[src/rtl/rram_train_ctrl.sv]
// RRAM 6x6 crossbar train controller: SET forming sweep and forward/label/backprop training loop.
// Latency: accepted set/learn shows on the registered outputs 1 cycle later; all outputs are registered.
// Backpressure: none; set/learn arriving while busy are dropped, not queued.
// Optional build macro RRAM_VERIFY_EN adds a one-cycle per-row VERIFY read-back after SET (i_sense/o_verify_fail).
module rram_train_ctrl #(
    parameter int N_ROWS       = 6,
    parameter int SET_CYCLES   = 4,
    parameter int FWD_CYCLES   = 2,
    parameter int LABEL_CYCLES = 1,
    parameter int BACK_CYCLES  = 4,
    parameter int TRAIN_NUM    = 5
) (
    input  logic              i_clk,
    input  logic              i_reset,
    input  logic              i_set,
    input  logic              i_learn,
    input  logic [N_ROWS-1:0] i_pattern,
`ifdef RRAM_VERIFY_EN
    input  logic [N_ROWS-1:0] i_sense,
    output logic              o_verify_fail,
`endif
    output logic [N_ROWS-1:0] o_wl,
    output logic [N_ROWS-1:0] o_sl,
    output logic [N_ROWS-1:0] o_bl,
    output logic              o_dset,
    output logic              o_dback,
    output logic              o_dlabel,
    output logic              o_busy,
    output logic              o_done,
    output logic              o_formed,
    output logic [7:0]        o_train_cnt
);

    localparam int ROW_W = (N_ROWS > 1) ? $clog2(N_ROWS) : 1;
    localparam int CNT_W = 8;

    localparam logic [ROW_W-1:0]  LAST_ROW    = ROW_W'(N_ROWS - 1);
    localparam logic [CNT_W-1:0]  SET_LAST    = CNT_W'(SET_CYCLES - 1);
    localparam logic [CNT_W-1:0]  FWD_LAST    = CNT_W'(FWD_CYCLES - 1);
    localparam logic [CNT_W-1:0]  LABEL_LAST  = CNT_W'(LABEL_CYCLES - 1);
    localparam logic [CNT_W-1:0]  BACK_LAST   = CNT_W'(BACK_CYCLES - 1);
    localparam logic [7:0]        LAST_SAMPLE = 8'(TRAIN_NUM - 1);
    localparam logic [N_ROWS-1:0] ALL_ONES    = {N_ROWS{1'b1}};
    localparam logic [N_ROWS-1:0] ROW_ONE     = N_ROWS'(1);

    typedef enum logic [2:0] {
        S_IDLE    = 3'd0,
        S_SET_ROW = 3'd1,
        S_FWD     = 3'd2,
        S_LABEL   = 3'd3,
        S_BACK    = 3'd4,
        S_DONE    = 3'd5
`ifdef RRAM_VERIFY_EN
        ,
        S_VERIFY  = 3'd6
`endif
    } state_t;

    // Current state and bookkeeping registers
    state_t            r_state;
    logic [CNT_W-1:0]  r_cnt;
    logic [ROW_W-1:0]  r_row;
    logic [7:0]        r_sample;
    logic [N_ROWS-1:0] r_pattern;
    logic              r_formed;
    logic [7:0]        r_train_cnt;

    // Next-state values
    state_t            w_state_nxt;
    logic [CNT_W-1:0]  w_cnt_nxt;
    logic [ROW_W-1:0]  w_row_nxt;
    logic [7:0]        w_sample_nxt;
    logic [N_ROWS-1:0] w_pattern_nxt;
    logic              w_formed_nxt;
    logic [7:0]        w_train_cnt_nxt;

    // Next output values, decoded from the next state so the registered outputs line up with it
    logic [N_ROWS-1:0] w_onehot;
    logic [N_ROWS-1:0] w_wl_nxt;
    logic [N_ROWS-1:0] w_sl_nxt;
    logic [N_ROWS-1:0] w_bl_nxt;
    logic              w_dset_nxt;
    logic              w_dback_nxt;
    logic              w_dlabel_nxt;
    logic              w_busy_nxt;
    logic              w_done_nxt;

`ifdef RRAM_VERIFY_EN
    logic r_verify_fail;
    logic w_verify_fail_nxt;
`endif

    // State register plus phase/row/sample counters and latched sample pattern
    always_ff @(posedge i_clk or negedge i_reset) begin
        if (!i_reset) begin
            r_state     <= S_IDLE;
            r_cnt       <= '0;
            r_row       <= '0;
            r_sample    <= '0;
            r_pattern   <= '0;
            r_formed    <= 1'b0;
            r_train_cnt <= '0;
`ifdef RRAM_VERIFY_EN
            r_verify_fail <= 1'b0;
`endif
        end else begin
            r_state     <= w_state_nxt;
            r_cnt       <= w_cnt_nxt;
            r_row       <= w_row_nxt;
            r_sample    <= w_sample_nxt;
            r_pattern   <= w_pattern_nxt;
            r_formed    <= w_formed_nxt;
            r_train_cnt <= w_train_cnt_nxt;
`ifdef RRAM_VERIFY_EN
            r_verify_fail <= w_verify_fail_nxt;
`endif
        end
    end

    // Next-state logic: phase sequencing, row/sample stepping, command acceptance in IDLE only
    always_comb begin
        w_state_nxt     = r_state;
        w_cnt_nxt       = r_cnt;
        w_row_nxt       = r_row;
        w_sample_nxt    = r_sample;
        w_pattern_nxt   = r_pattern;
        w_formed_nxt    = r_formed;
        w_train_cnt_nxt = r_train_cnt;
`ifdef RRAM_VERIFY_EN
        w_verify_fail_nxt = r_verify_fail;
`endif
        case (r_state)
            S_IDLE: begin
                // set has priority over learn; learn needs a formed array
                if (i_set) begin
                    w_state_nxt = S_SET_ROW;
                    w_row_nxt   = '0;
                    w_cnt_nxt   = '0;
`ifdef RRAM_VERIFY_EN
                    w_verify_fail_nxt = 1'b0;
`endif
                end else if (i_learn && r_formed) begin
                    w_state_nxt     = S_FWD;
                    w_sample_nxt    = '0;
                    w_train_cnt_nxt = '0;
                    w_cnt_nxt       = '0;
                    w_pattern_nxt   = i_pattern;
                end
            end
            S_SET_ROW: begin
                if (r_cnt == SET_LAST) begin
                    w_cnt_nxt = '0;
`ifdef RRAM_VERIFY_EN
                    w_state_nxt = S_VERIFY;
`else
                    if (r_row == LAST_ROW) begin
                        w_state_nxt  = S_DONE;
                        w_formed_nxt = 1'b1;
                    end else begin
                        w_row_nxt = r_row + ROW_W'(1);
                    end
`endif
                end else begin
                    w_cnt_nxt = r_cnt + CNT_W'(1);
                end
            end
`ifdef RRAM_VERIFY_EN
            S_VERIFY: begin
                // A weak cell is recorded but the sweep carries on
                if (i_sense != ALL_ONES) begin
                    w_verify_fail_nxt = 1'b1;
                end
                if (r_row == LAST_ROW) begin
                    w_state_nxt  = S_DONE;
                    w_formed_nxt = 1'b1;
                end else begin
                    w_state_nxt = S_SET_ROW;
                    w_row_nxt   = r_row + ROW_W'(1);
                end
            end
`endif
            S_FWD: begin
                if (r_cnt == FWD_LAST) begin
                    w_state_nxt = S_LABEL;
                    w_cnt_nxt   = '0;
                end else begin
                    w_cnt_nxt = r_cnt + CNT_W'(1);
                end
            end
            S_LABEL: begin
                if (r_cnt == LABEL_LAST) begin
                    w_state_nxt = S_BACK;
                    w_cnt_nxt   = '0;
                    w_row_nxt   = '0;
                end else begin
                    w_cnt_nxt = r_cnt + CNT_W'(1);
                end
            end
            S_BACK: begin
                if (r_cnt == BACK_LAST) begin
                    w_cnt_nxt = '0;
                    if (r_row == LAST_ROW) begin
                        w_train_cnt_nxt = r_train_cnt + 8'd1;
                        if (r_sample == LAST_SAMPLE) begin
                            w_state_nxt = S_DONE;
                        end else begin
                            // Next sample: its pattern is captured on FWD entry
                            w_state_nxt   = S_FWD;
                            w_sample_nxt  = r_sample + 8'd1;
                            w_pattern_nxt = i_pattern;
                        end
                    end else begin
                        w_row_nxt = r_row + ROW_W'(1);
                    end
                end else begin
                    w_cnt_nxt = r_cnt + CNT_W'(1);
                end
            end
            S_DONE: begin
                w_state_nxt = S_IDLE;
                w_cnt_nxt   = '0;
            end
            default: begin
                w_state_nxt = S_IDLE;
                w_cnt_nxt   = '0;
            end
        endcase
    end

    // Output decode for the state being entered; wl/sl only move when state or row changes
    always_comb begin
        w_onehot     = ROW_ONE << w_row_nxt;
        w_wl_nxt     = '0;
        w_sl_nxt     = '0;
        w_bl_nxt     = '0;
        w_dset_nxt   = 1'b0;
        w_dback_nxt  = 1'b0;
        w_dlabel_nxt = 1'b0;
        w_done_nxt   = 1'b0;
        w_busy_nxt   = (w_state_nxt != S_IDLE);
        case (w_state_nxt)
            S_SET_ROW: begin
                w_wl_nxt   = w_onehot;
                w_bl_nxt   = ALL_ONES;
                w_dset_nxt = 1'b1;
            end
`ifdef RRAM_VERIFY_EN
            S_VERIFY: begin
                w_wl_nxt = w_onehot;
            end
`endif
            S_FWD: begin
                w_wl_nxt = ALL_ONES;
                w_bl_nxt = w_pattern_nxt;
            end
            S_LABEL: begin
                w_dlabel_nxt = 1'b1;
            end
            S_BACK: begin
                w_wl_nxt    = w_onehot;
                w_sl_nxt    = w_onehot;
                w_bl_nxt    = w_pattern_nxt;
                w_dback_nxt = 1'b1;
            end
            S_DONE: begin
                w_done_nxt = 1'b1;
            end
            default: begin
                w_wl_nxt = '0;
            end
        endcase
    end

    // Registered array drives and strobes
    always_ff @(posedge i_clk or negedge i_reset) begin
        if (!i_reset) begin
            o_wl     <= '0;
            o_sl     <= '0;
            o_bl     <= '0;
            o_dset   <= 1'b0;
            o_dback  <= 1'b0;
            o_dlabel <= 1'b0;
            o_busy   <= 1'b0;
            o_done   <= 1'b0;
        end else begin
            o_wl     <= w_wl_nxt;
            o_sl     <= w_sl_nxt;
            o_bl     <= w_bl_nxt;
            o_dset   <= w_dset_nxt;
            o_dback  <= w_dback_nxt;
            o_dlabel <= w_dlabel_nxt;
            o_busy   <= w_busy_nxt;
            o_done   <= w_done_nxt;
        end
    end

    assign o_formed    = r_formed;
    assign o_train_cnt = r_train_cnt;
`ifdef RRAM_VERIFY_EN
    assign o_verify_fail = r_verify_fail;
`endif

endmodule

[config.mk]
export PLATFORM = sky130hd
export DESIGN_NAME = rram_train_ctrl
export DESIGN_NICKNAME = d
export VERILOG_FILES = /design/src/rtl/rram_train_ctrl.sv
export SDC_FILE = /design/constraint.sdc
export NUM_CORES = 1
export LEC_CHECK = 0
export CORE_ASPECT_RATIO = 1.75
export CORE_MARGIN = 2
export CORE_UTILIZATION = 30
export CTS_CLUSTER_SIZE = 28
export DETAILED_ROUTE_END_ITERATION = 8
export PLACE_DENSITY = 0.56
export SLEW_MARGIN = 20
export SYNTH_ARGS = -nofsm -noshare
export SYNTH_HDL_FRONTEND = slang
export SYNTH_SLANG_ARGS = --single-unit
[constraint.sdc]
create_clock -name i_clk -period 2.9 [get_ports i_clk]
set_input_delay 0.58 -clock i_clk [delete_from_list [all_inputs] [get_ports i_clk]]
set_output_delay 0.58 -clock i_clk [all_outputs]
set_load 0.05 [all_outputs]
==> flow_summary.json <==
{
  "status": "complete, no violations",
  "power_frac_clock_pct": 39.7,
  "diodes": 0,
  "vdd_drop_max_mv": 0.367,
  "synthArstFlopShare_pct": 100,
  "post-synth-top-count-cell": "dfrtp_1",
  "dp_slack_ns": 0.142,
  "wl_per_cell_um": 14.7,
  "fin_nets": 389,
  "num_io_pins": 42,
  "drtAntennaViolNets": 0,
  "setup_viol": 0,
  "grt_max_degree": 35,
  "drt-met1-wl_um": 2840,
  "wl_met3_um": 154,
  "worstPathArrival_ns": 2.79,
  "dp.cells": 487,
  "antenna_found_initial": 0,
  "rows": 49,
  "fin_crit_sh_pct": 88.3,
  "utilization_pct": 39.1,
  "grt_setup_unrepaired": "no",
  "fin_skew_ns": 0.00792,
  "synth_fp_nets": 336,
  "synth-seq-area-share_pct": 48.2,
  "syn_inst": 318,
  "grt_pass1_vias": 2432,
  "finalWorstSetupSlack_ns": 0.339,
  "via_per_inst": 4.95,
  "clock_path_buffers": 2,
  "synth-main-ff-cell": "dfrtp_1",
  "internal-power_uw": 1840,
  "ys_ff_latch": 60,
  "p_sw_uw": 880,
  "fill_cells": 1049,
  "hpwl_um": 5500,
  "cts.sinks": 60,
  "overflow": 0,
  "required_ns": 3.13,
  "synth_top_family_by_area": "simple AND/OR/NAND/NOR gates",
  "firstDrtPassIters": 5,
  "critPathMaxFanout": 9,
  "die_area_um2": 11200,
  "worstSetupPathType": "flop to flop",
  "routed_wl_um": 7370,
  "synth-compound-area-share_pct": 14.1,
  "netSwitchingFraction_pct": 32.4,
  "final_cells": 503,
  "setup_tns_ns": 0,
  "synthMuxAreaShare_pct": 2.89,
  "grt_pass1_wl_um": 12200,
  "dr.max_layer_used": "met4",
  "drtIter0Drc": 116,
  "synthAdderAreaFrac_pct": 3.21,
  "worst_pin_slew_ns": 0.765,
  "wl_met2_um": 4190,
  "period_minus_slack_ns": 2.56,
  "p_per_area_nw_per_um2": 683,
  "critPathLaunchType": "flop",
  "fin_area_um2": 3980,
  "postPlaceCellArea_um2": 3670,
  "synth_top_area_share_pct": 48.2,
  "yosys.area_share.simple_pct": 22.4,
  "drc": 0,
  "power.share.sequential_pct": 38.8,
  "port_buffers": 41,
  "p_leak_uw": 0.00170,
  "yosys.area.top_type": "dfrtp_1",
  "pwr-share-comb_pct": 21.5,
  "synthTopCellsByArea": "dfrtp_1 48%, nand2_1 4.6%, ha_1 3.2%, inv_1 2.9%, nor2_1 2.5%",
  "num_vias": 2489,
  "ctsHtreeMaxLevel": 3,
  "cts_tree": "yes",
  "initial_core_util_pct": 30.6,
  "synth.distinct_cells": 62,
  "clk_pin_slew_worst_paths_ns": 0.06,
  "clk_latency_ns": 0.33,
  "yosys.area_share.xor_xnor_pct": 2.81,
  "final_hold_viol_count": 0,
  "hold_path_class": "primary input to asynchronous set/reset pin",
  "cp-end-kind": "flop",
  "synth_edf_count": 0,
  "core_um2": 10200,
  "gp_congestion": 0.846,
  "cts-root-buf": "clkbuf_16",
  "slew_headroom_pct": 48.6,
  "cts_setup_buffers": 0,
  "cts_resized": 0,
  "cap_violations": 0,
  "cts_buffers": 9,
  "die_w_um": 81.0,
  "die_h_um": 139,
  "ys_warn_count": 0,
  "clock.fmax_ghz": 0.390,
  "synth_common_cells": "60 x dfrtp_1, 38 x nand2_1, 24 x inv_1",
  "hold_buffers": 0,
  "syn-cell-area_um2": 3120,
  "grt_usage_pct": 14.3,
  "areaGrowthSynthToFinish_pct": 27.6,
  "maxSlewViolCount": 0,
  "avgSynthCellArea_um2": 9.80,
  "drive_gt1_share_pct": 12.8
}
power by group through the flow:
stage	registers [uW]	logic, uW	clock network [uW]
3_5_place_dp	1070	584	0
4_1_cts	1050	588	1100
6_report	1050	583	1080
5_1_grt	1080	640	1140
2_1_floorplan	1080	438	0
3_3_place_gp	1060	575	0
cell families (layout without fill, tap and decap cells):
kind of cell / Yosys count / in the layout
AO/OA/AOI/OAI: 63 / 63
multiplexers: 8 / 8
XOR/XNOR: 10 / 10
flip-flops: 60 / 60
AND/OR/NAND/NOR: 133 / 133
adder cells (fa/ha/maj): 8 / 8
buffers and inverters: 36 / 94
sequential cells by signal (all words and copies together), names as in the netlist:
name / count
o_formed: 1
o_dback: 1
r_pattern: 6
r_row: 3
r_sample: 8
o_busy: 1
o_wl: 6
o_dset: 1
o_dlabel: 1
r_state: 3
o_train_cnt: 8
r_cnt: 8
o_bl: 6
o_sl: 6
o_done: 1
area by class of cell:
type	count	area [um2]	share of cell area [%]
tap	127	159	4.00
clock buffer	10	239	6.01
timing repair buffer	53	508	12.8
sequential	60	1500	37.8
inverter	25	93.8	2.36
multi-input combinational	222	1410	35.5
clock inverter	6	62.6	1.57
worst max-delay path, stage by stage, from the launching register on:
cell and delay (ns):
dfrtp_1 0.45, or4_1 0.74, o31a_2 0.40, o221a_2 0.34, mux2i_2 0.23, o31ai_1 0.31
cells in the final DEF (no fill, tap or decap), drive strengths merged, types with 7 or more instances in the layout:
cell	instances
dfrtp	60
clkdlybuf4s50	40
nand2	38
inv	25
nor2	21
o21ai	15
nand3	14
buf	13
nor3	11
a21oi	11
o31ai	10
clkbuf	10
ha	8
xor2	7
nand4	7
metrics by stage:
stage	hold slack [ns]	total power (uW)
after detailed placement	0.475	1650
after global routing	0.314	2860
after global placement	0.465	1640
after CTS	0.295	2740
after floorplan	0.284	1520
final	0.273	2720
routing by layer:
metal / GRT usage (%) / vias up
li1: - / 1230
met1: 15.0 / 1220
met2: 25.9 / 28
met3: 3.32 / 11
met4: 6.87 / 0
met5: 0 / -
path summary, 6_finish.rpt:
check	from	to	slack (ns)	cells after the start
setup / recovery	r_cnt[3]$_DFFE_PN0P_	o_wl[1]$_DFF_PN0_	0.34	5
hold / removal	i_reset	o_dset$_DFF_PN0_	0.27	1
setup reg to reg	r_cnt[3]$_DFFE_PN0P_	o_wl[1]$_DFF_PN0_	0.34	5
hold reg to reg	r_pattern[2]$_DFF_PN0_	r_pattern[2]$_DFF_PN0_	0.48	2
max in group asynchronous	i_reset	r_sample[0]$_DFFE_PN0P_	2.02	2
min in group i_clk	r_pattern[2]$_DFF_PN0_	r_pattern[2]$_DFF_PN0_	0.48	2
Power figures use the tool's default switching activity.
